`config.mk`:
```
export PLATFORM = sky130hd
export DESIGN_NAME = spi_slave_ctrl
export DESIGN_NICKNAME = d
export VERILOG_FILES = /design/src/rtl/spi_slave_ctrl.sv
export SDC_FILE = /design/constraint.sdc
export NUM_CORES = 1
export LEC_CHECK = 0
export CORE_ASPECT_RATIO = 0.75
export CORE_MARGIN = 3
export CORE_UTILIZATION = 54
export CTS_BUF_LIST = sky130_fd_sc_hd__clkbuf_4 sky130_fd_sc_hd__clkbuf_8 sky130_fd_sc_hd__clkbuf_16
export CTS_CLUSTER_DIAMETER = 150
export DETAILED_ROUTE_END_ITERATION = 16
export PLACE_DENSITY = 0.83
export SYNTH_ARGS = -nofsm -noshare
export SYNTH_HDL_FRONTEND = slang
export SYNTH_SLANG_ARGS = --single-unit
```
`constraint.sdc`:
```
create_clock -name clk -period 2.3 [get_ports clk]
set_clock_uncertainty 0.2 [all_clocks]
set_input_delay 0.69 -clock clk [delete_from_list [all_inputs] [get_ports clk]]
set_output_delay 0.69 -clock clk [all_outputs]
set_load 0.01 [all_outputs]
```
`src/rtl/spi_slave_ctrl.sv`:
```
// SPI slave front end for the single-port RAM: deserialises command frames,
// strobes them to the RAM and serialises read data back out on MISO.
`timescale 1ns/1ps

module spi_slave_ctrl #(
    parameter int ADDR_SIZE = 8
) (
    input  logic                 clk,
    input  logic                 rst_n,
    input  logic                 SS_n,
    input  logic                 MOSI,
    output logic                 MISO,
    output logic [ADDR_SIZE+1:0] rx_data,
    output logic                 rx_valid,
    input  logic [ADDR_SIZE-1:0] tx_data,
    input  logic                 tx_valid
);

    localparam int FRAME_LEN = ADDR_SIZE + 2;
    localparam int CNT_W     = $clog2(FRAME_LEN + 1);
    localparam int TXC_W     = $clog2(ADDR_SIZE);

    localparam logic [CNT_W-1:0] CNT_ZERO = {CNT_W{1'b0}};
    localparam logic [CNT_W-1:0] CNT_ONE  = CNT_W'(1);
    localparam logic [CNT_W-1:0] CNT_LAST = CNT_W'(FRAME_LEN - 1);
    localparam logic [CNT_W-1:0] CNT_DONE = CNT_W'(FRAME_LEN);
    localparam logic [TXC_W-1:0] TXC_ZERO = {TXC_W{1'b0}};
    localparam logic [TXC_W-1:0] TXC_ONE  = TXC_W'(1);
    localparam logic [TXC_W-1:0] TXC_LOAD = TXC_W'(ADDR_SIZE - 1);

    typedef enum logic [2:0] {
        ST_IDLE      = 3'd0,
        ST_CHK_CMD   = 3'd1,
        ST_WRITE     = 3'd2,
        ST_READ_ADD  = 3'd3,
        ST_READ_DATA = 3'd4
    } state_t;

    state_t                 r_state;
    state_t                 w_state_nxt;

    logic [CNT_W-1:0]       r_bit_cnt;
    logic [CNT_W-1:0]       w_bit_cnt_nxt;
    logic [FRAME_LEN-2:0]   r_rx_shift;
    logic [FRAME_LEN-2:0]   w_rx_shift_nxt;
    logic [FRAME_LEN-1:0]   r_rx_data;
    logic [FRAME_LEN-1:0]   w_rx_data_nxt;
    logic                   r_rx_valid;
    logic                   w_rx_valid_nxt;
    logic                   r_rd_addr_seen;
    logic                   w_rd_addr_seen_nxt;
    logic [ADDR_SIZE-1:0]   r_tx_shift;
    logic [ADDR_SIZE-1:0]   w_tx_shift_nxt;
    logic [TXC_W-1:0]       r_tx_cnt;
    logic [TXC_W-1:0]       w_tx_cnt_nxt;
    logic                   r_tx_loaded;
    logic                   w_tx_loaded_nxt;
    logic                   r_miso;
    logic                   w_miso_nxt;

    // State register
    always_ff @(posedge clk or negedge rst_n) begin
        if (!rst_n) begin
            r_state <= ST_IDLE;
        end else begin
            r_state <= w_state_nxt;
        end
    end

    // Next-state decode; the first frame bit picks write vs. which read phase
    always_comb begin
        w_state_nxt = r_state;
        case (r_state)
            ST_IDLE: begin
                if (!SS_n) begin
                    w_state_nxt = ST_CHK_CMD;
                end else begin
                    w_state_nxt = ST_IDLE;
                end
            end
            ST_CHK_CMD: begin
                if (SS_n) begin
                    w_state_nxt = ST_IDLE;
                end else if (!MOSI) begin
                    w_state_nxt = ST_WRITE;
                end else if (r_rd_addr_seen) begin
                    w_state_nxt = ST_READ_DATA;
                end else begin
                    w_state_nxt = ST_READ_ADD;
                end
            end
            ST_WRITE, ST_READ_ADD, ST_READ_DATA: begin
                if (SS_n) begin
                    w_state_nxt = ST_IDLE;
                end else begin
                    w_state_nxt = r_state;
                end
            end
            default: begin
                w_state_nxt = ST_IDLE;
            end
        endcase
    end

    // Receive/transmit datapath next values
    always_comb begin
        w_bit_cnt_nxt      = r_bit_cnt;
        w_rx_shift_nxt     = r_rx_shift;
        w_rx_data_nxt      = r_rx_data;
        w_rx_valid_nxt     = 1'b0;
        w_rd_addr_seen_nxt = r_rd_addr_seen;
        w_tx_shift_nxt     = r_tx_shift;
        w_tx_cnt_nxt       = r_tx_cnt;
        w_tx_loaded_nxt    = r_tx_loaded;
        w_miso_nxt         = 1'b0;
        case (r_state)
            ST_CHK_CMD: begin
                if (SS_n) begin
                    w_bit_cnt_nxt   = CNT_ZERO;
                    w_tx_cnt_nxt    = TXC_ZERO;
                    w_tx_loaded_nxt = 1'b0;
                end else begin
                    w_rx_shift_nxt = {r_rx_shift[FRAME_LEN-3:0], MOSI};
                    w_bit_cnt_nxt  = CNT_ONE;
                end
            end
            ST_WRITE, ST_READ_ADD, ST_READ_DATA: begin
                if (SS_n) begin
                    w_bit_cnt_nxt   = CNT_ZERO;
                    w_tx_cnt_nxt    = TXC_ZERO;
                    w_tx_loaded_nxt = 1'b0;
                end else begin
                    if (r_bit_cnt == CNT_LAST) begin
                        w_rx_data_nxt  = {r_rx_shift, MOSI};
                        w_rx_valid_nxt = 1'b1;
                        w_bit_cnt_nxt  = CNT_DONE;
                        if (r_state == ST_READ_ADD) begin
                            w_rd_addr_seen_nxt = 1'b1;
                        end else if (r_state == ST_READ_DATA) begin
                            w_rd_addr_seen_nxt = 1'b0;
                        end else begin
                            w_rd_addr_seen_nxt = r_rd_addr_seen;
                        end
                    end else if (r_bit_cnt < CNT_LAST) begin
                        w_rx_shift_nxt = {r_rx_shift[FRAME_LEN-3:0], MOSI};
                        w_bit_cnt_nxt  = r_bit_cnt + CNT_ONE;
                    end else begin
                        w_bit_cnt_nxt = r_bit_cnt;
                    end
                    // tx_valid is sticky in the RAM, so only trust it once our own strobe has gone
                    if ((r_state == ST_READ_DATA) && r_tx_loaded) begin
                        if (r_tx_cnt != TXC_ZERO) begin
                            w_miso_nxt     = r_tx_shift[ADDR_SIZE-1];
                            w_tx_shift_nxt = {r_tx_shift[ADDR_SIZE-2:0], 1'b0};
                            w_tx_cnt_nxt   = r_tx_cnt - TXC_ONE;
                        end else begin
                            w_miso_nxt = 1'b0;
                        end
                    end else if ((r_state == ST_READ_DATA) && (r_bit_cnt == CNT_DONE) &&
                                 !r_rx_valid && tx_valid) begin
                        w_miso_nxt      = tx_data[ADDR_SIZE-1];
                        w_tx_shift_nxt  = {tx_data[ADDR_SIZE-2:0], 1'b0};
                        w_tx_cnt_nxt    = TXC_LOAD;
                        w_tx_loaded_nxt = 1'b1;
                    end else begin
                        w_miso_nxt = 1'b0;
                    end
                end
            end
            default: begin
                w_bit_cnt_nxt   = CNT_ZERO;
                w_tx_cnt_nxt    = TXC_ZERO;
                w_tx_loaded_nxt = 1'b0;
            end
        endcase
    end

    // Datapath registers
    always_ff @(posedge clk or negedge rst_n) begin
        if (!rst_n) begin
            r_bit_cnt      <= CNT_ZERO;
            r_rx_shift     <= {(FRAME_LEN-1){1'b0}};
            r_rx_data      <= {FRAME_LEN{1'b0}};
            r_rx_valid     <= 1'b0;
            r_rd_addr_seen <= 1'b0;
            r_tx_shift     <= {ADDR_SIZE{1'b0}};
            r_tx_cnt       <= TXC_ZERO;
            r_tx_loaded    <= 1'b0;
            r_miso         <= 1'b0;
        end else begin
            r_bit_cnt      <= w_bit_cnt_nxt;
            r_rx_shift     <= w_rx_shift_nxt;
            r_rx_data      <= w_rx_data_nxt;
            r_rx_valid     <= w_rx_valid_nxt;
            r_rd_addr_seen <= w_rd_addr_seen_nxt;
            r_tx_shift     <= w_tx_shift_nxt;
            r_tx_cnt       <= w_tx_cnt_nxt;
            r_tx_loaded    <= w_tx_loaded_nxt;
            r_miso         <= w_miso_nxt;
        end
    end

    assign MISO     = r_miso;
    assign rx_data  = r_rx_data;
    assign rx_valid = r_rx_valid;

endmodule
```
# After elaboration in Yosys (flattened, before gate mapping)
# Cells that the tools add are included.
op_classes:
  div: 0
  mux: 39
  addsub: 2
  reduce_logical: 17
  n_shift: 0
  bitwise: 1
  n_mul: 0
  n_eq_ne: 18
  magnitude_cmp: 1
op_table:
  columns: ["operator", "count"]
  rows:
  - ["$mux W9", 4]
  - ["$mux W3", 8]
  - ["$mux W8", 3]
  - ["$pmux W9 S2", 1]
  - ["$mux W1", 16]
  - ["$mux W4", 3]
  - ["$ne A2 B2 Y1 const B", 6]
  - ["$ne A4 B4 Y1 const B", 3]
  - ["$pmux W3 S3", 1]
  - ["$reduce_and A3 Y1", 3]
  - ["$eq A4 B4 Y1 const B", 2]
  - ["$pmux W4 S2", 1]
  - ["$reduce_and A4 Y1", 2]
  - ["$eq A3 B2 Y1 const B", 2]
  - ["$ne A3 B3 Y1 const B", 2]
  - ["$pmux W3 S2", 1]
  - ["$reduce_bool A2 Y1", 3]
  - ["$reduce_and A5 Y1", 1]
  - ["$add A4 B1 Y4 const B", 1]
  - ["$logic_and A1 B1 Y1", 4]
  - ["$lt A4 B4 Y1 const B", 1]
  - ["$eq A3 B1 Y1 const B", 1]
  - ["$eq A3 B3 Y1 const B", 1]
  - ["$logic_not A3 Y1", 1]
  - ["other kinds (7)", 7]
word_totals:
  n_memories: 0
  input_bits: 13
  ram_bits: 0
  register_bits: 41
  rom_bits: 0
  latch_bits: 0

# Depth between registers and ports, before layout
depth:
  depth_word: 8
  depth_mapped: 6
  ltp_nobuf: 6

# Least setup slack after synthesis
# No wires, ideal clock.
synth_path:
  path_type: "input to register"
  from: "input port SS_n"
  to: "register r_tx_shift[2]"
  path_buffers: 2
  path_slack_ns: 0.015
  setup_ns: 0.125
  stages: 5
  required_time_ns: 1.975
  t_arrival_ns: 1.960
  path_cell_list: "buf_6 > or4b_4 > buf_6 > nor2_8 > mux2_2"
synth_between:
  elab_chain_len: 2
synth_rtl:
  columns: ["item", "line", "rtl"]
  rows:
  - ["start: declaration", "10", "input logic SS_n,"]
  - ["$not A1 Y1 (no source line)", null, null]
  - ["$reduce_and A4 Y1 (no source line)", null, null]
  - ["end signal: assignment", "186", "r_tx_shift <= {ADDR_SIZE{1'b0}};"]
  - ["end signal: assignment", "196", "r_tx_shift <= w_tx_shift_nxt;"]
  - ["end: declaration", "52", "logic [ADDR_SIZE-1:0] r_tx_shift;"]
# Every way passes these cells.
# A chain may end at the register's enable or synchronous reset.

# Final worst setup path
layout_path:
  from: "input port SS_n"
  to: "register r_tx_shift[6]"
# Same word-level chain as after synthesis.

==> metrics.txt <==
Final Hold Violating Endpoints 0; final max-slew violation count 0; setup TNS 0 ns; worst hold slack around 0.11 ns; Mapped Cells ~160; DIE WIDTH approximately 75 um; Clk Latency, worst-skew pair a little under 0.3 ns; commonest non-fill, non-tap cell in the layout dfrtp_1; total of max-cap violations 0; Setup CP Type in -> reg; Post-Synthesis Net Count between 150 and 200; Final min period roughly 2.3 ns; Core Rows 18; DRC 0; post-synthesis register bit count 40; Detailed Route WL around 4000 um; max_slew headroom 0.634; routability cong. slightly below 0.9; CP Launch Point SS_n; Top Ports 25; Diodes inserted 0; met3 global-route usage 0.0745; VDD IR max 432 uV; Pwr Total between 0.0015 and 0.002 W; First DRT Iteration DRCs 98; Final period util 0.986; CP arrival roughly 2.3 ns; Least-Margin Pin Slew ~0.55 ns; Avg Synthesized Cell Area approximately 12 um2; DR vias about 1.4k; leakage about 1.1 nW; final core utilization 0.700; ys flop type dfrtp_1; WL per Instance between 15 and 20 um; die area about 0.0044 mm2; Power Density 645 mW/mm2; most frequent cells in the layout dfrtp_1, mux2_2, clkdlybuf4s50_1, inv_1, buf_4; total CTS buffers 5; Syn. warnings 0; htree depth 2; WP data required 2.28 ns; CTS tree yes; Routed Antenna Nets 0; vias in the first global route ~1.5k; core area between 0.003 and 0.004 mm2; die height approximately 58 um; Layout area overhead 21.9%; total grt overflow 0; Fmax 441 MHz; hpwl dp about 2800 um; Yosys cell types 39; EDFF count, synth 0; reg2reg start r_bit_cnt[1]; TritonRoute pass-1 iters 4; Longest Clk Path Bufs 2; antenna violations before repair 0; clk sink count 40; Most Crowded Layer GR met2; critical path launch point type primary input; Starting Density 0.574; Nets 211; Worst Hold Class in -> async; RSZ-0062 raised after global routing false; Global Route met1 Usage 0.269; layout cells sized above 1 0.269; Post-CTS Hold Buffers 0; post-synthesis async set-or-reset flop share 1.00; CTS root buffer clkbuf_8; endpoints failing setup 0; gr usage total 0.216; largest net degree at the start of global routing 18; Reg clk slew, reported paths 0.08 ns; status completed; R2R Setup Slk ~0.090 ns; met2 Track Usage GR 0.339; buffers added on ports 24; first-pass GRT wire length about 7100 um; DR vias/cell between 5 and 6; Netlist Area Pre-Place 0.00194 mm2; CP Capture Type flip-flop; Seq/Total Area, Yosys 0.516; worst-path maximum fanout 7
==> timing repair <==
item / 4_1_cts / 5_1_grt
endpoints found under the setup margin: 9 / 6
resized for setup: 3 / 0
buffers inserted: 0 / 0
pin swaps: 0 / 2
==> critical path, cell delays in order <==
cell and delay, ns:
clkdlybuf4s50_1 0.44, or4b_4 0.60, nor2_8 0.16, mux2_2 0.35
==> metrics by stage <==
step                      setup slack [ns]  instances  instance area, um2
after floorplan                     0.0148        159                1940
after global placement              -0.329        225                2250
after detailed placement            -0.435        225                2250
after CTS                           0.0166        233                2360
after global routing               0.00775        233                2360
final                               0.0331        233                2360
==> state kept, by name, indices dropped and copies added, names as in the netlist <==
name	flops
rx_data	10
rx_valid	1
r_tx_shift	7
r_tx_loaded	1
r_tx_cnt	3
r_bit_cnt	4
r_state	3
MISO	1
r_rd_addr_seen	1
r_rx_shift	9
==> metal layers <==
metal | part of all wire | vias to the layer above
li1 | - | 633
met1 | 0.41 | 684
met2 | 0.51 | 65
met3 | 0.064 | 10
met4 | 0.017 | 0
met5 | 0 | -
==> path summary, 6_finish.rpt <==
check / end / depth (start not counted)
hold / removal: r_bit_cnt[2] / 1
min in group clk: rx_data[1] / 1
setup / recovery: r_tx_shift[6] / 4
hold reg to reg: rx_data[1] / 1
max in group asynchronous: r_rx_shift[7] / 2
setup reg to reg: r_rx_shift[3] / 6
==> synth_stat cells (all sizes together) (3+ instances only) <==
master	n	area (um2)
a21oi	7	46.3
buf	6	42.5
dfrtp	40	1000
ha	6	75.1
inv	10	37.5
mux2	31	349
nand2	5	21.3
nand2b	3	18.8
nand3	4	20.0
nor2	9	50.1
nor2b	3	18.8
o21ai	8	40.0
==> power by group <==
part	total [W]	switching, W	leakage (nW)	internal, W
Combinational	0.000184	0.0000759	0.498	0.000108
Sequential	0.000851	0.0000688	0.538	0.000782
Clock	0.000489	0.000247	0.0434	0.000243
==> cell type report <==
type | count | area (um2)
Clock buffer | 6 | 82.6
Clock inverter | 2 | 15.0
Fill cell | 227 | 1010
Inverter | 10 | 37.5
Multi-Input combinational cell | 102 | 876
Sequential cell | 40 | 1000
Tap cell | 40 | 50.0
Timing Repair Buffer | 33 | 303
==> kinds of logic (layout without fill, tap and decap cells) <==
| group | after synthesis | count (layout) | synth area share |
|---|---|---|---|
| flip-flops | 40 | 40 | 0.516 |
| buffers and inverters | 17 | 51 | 0.0432 |
| AO/OA/AOI/OAI | 28 | 28 | 0.0980 |
| XOR/XNOR | 1 | 1 | 0.00451 |
| adder cells (fa/ha/maj) | 6 | 6 | 0.0387 |
| AND/OR/NAND/NOR | 34 | 34 | 0.110 |
| multiplexers | 33 | 33 | 0.190 |
Note: power is estimated with default switching activity, not from simulation.
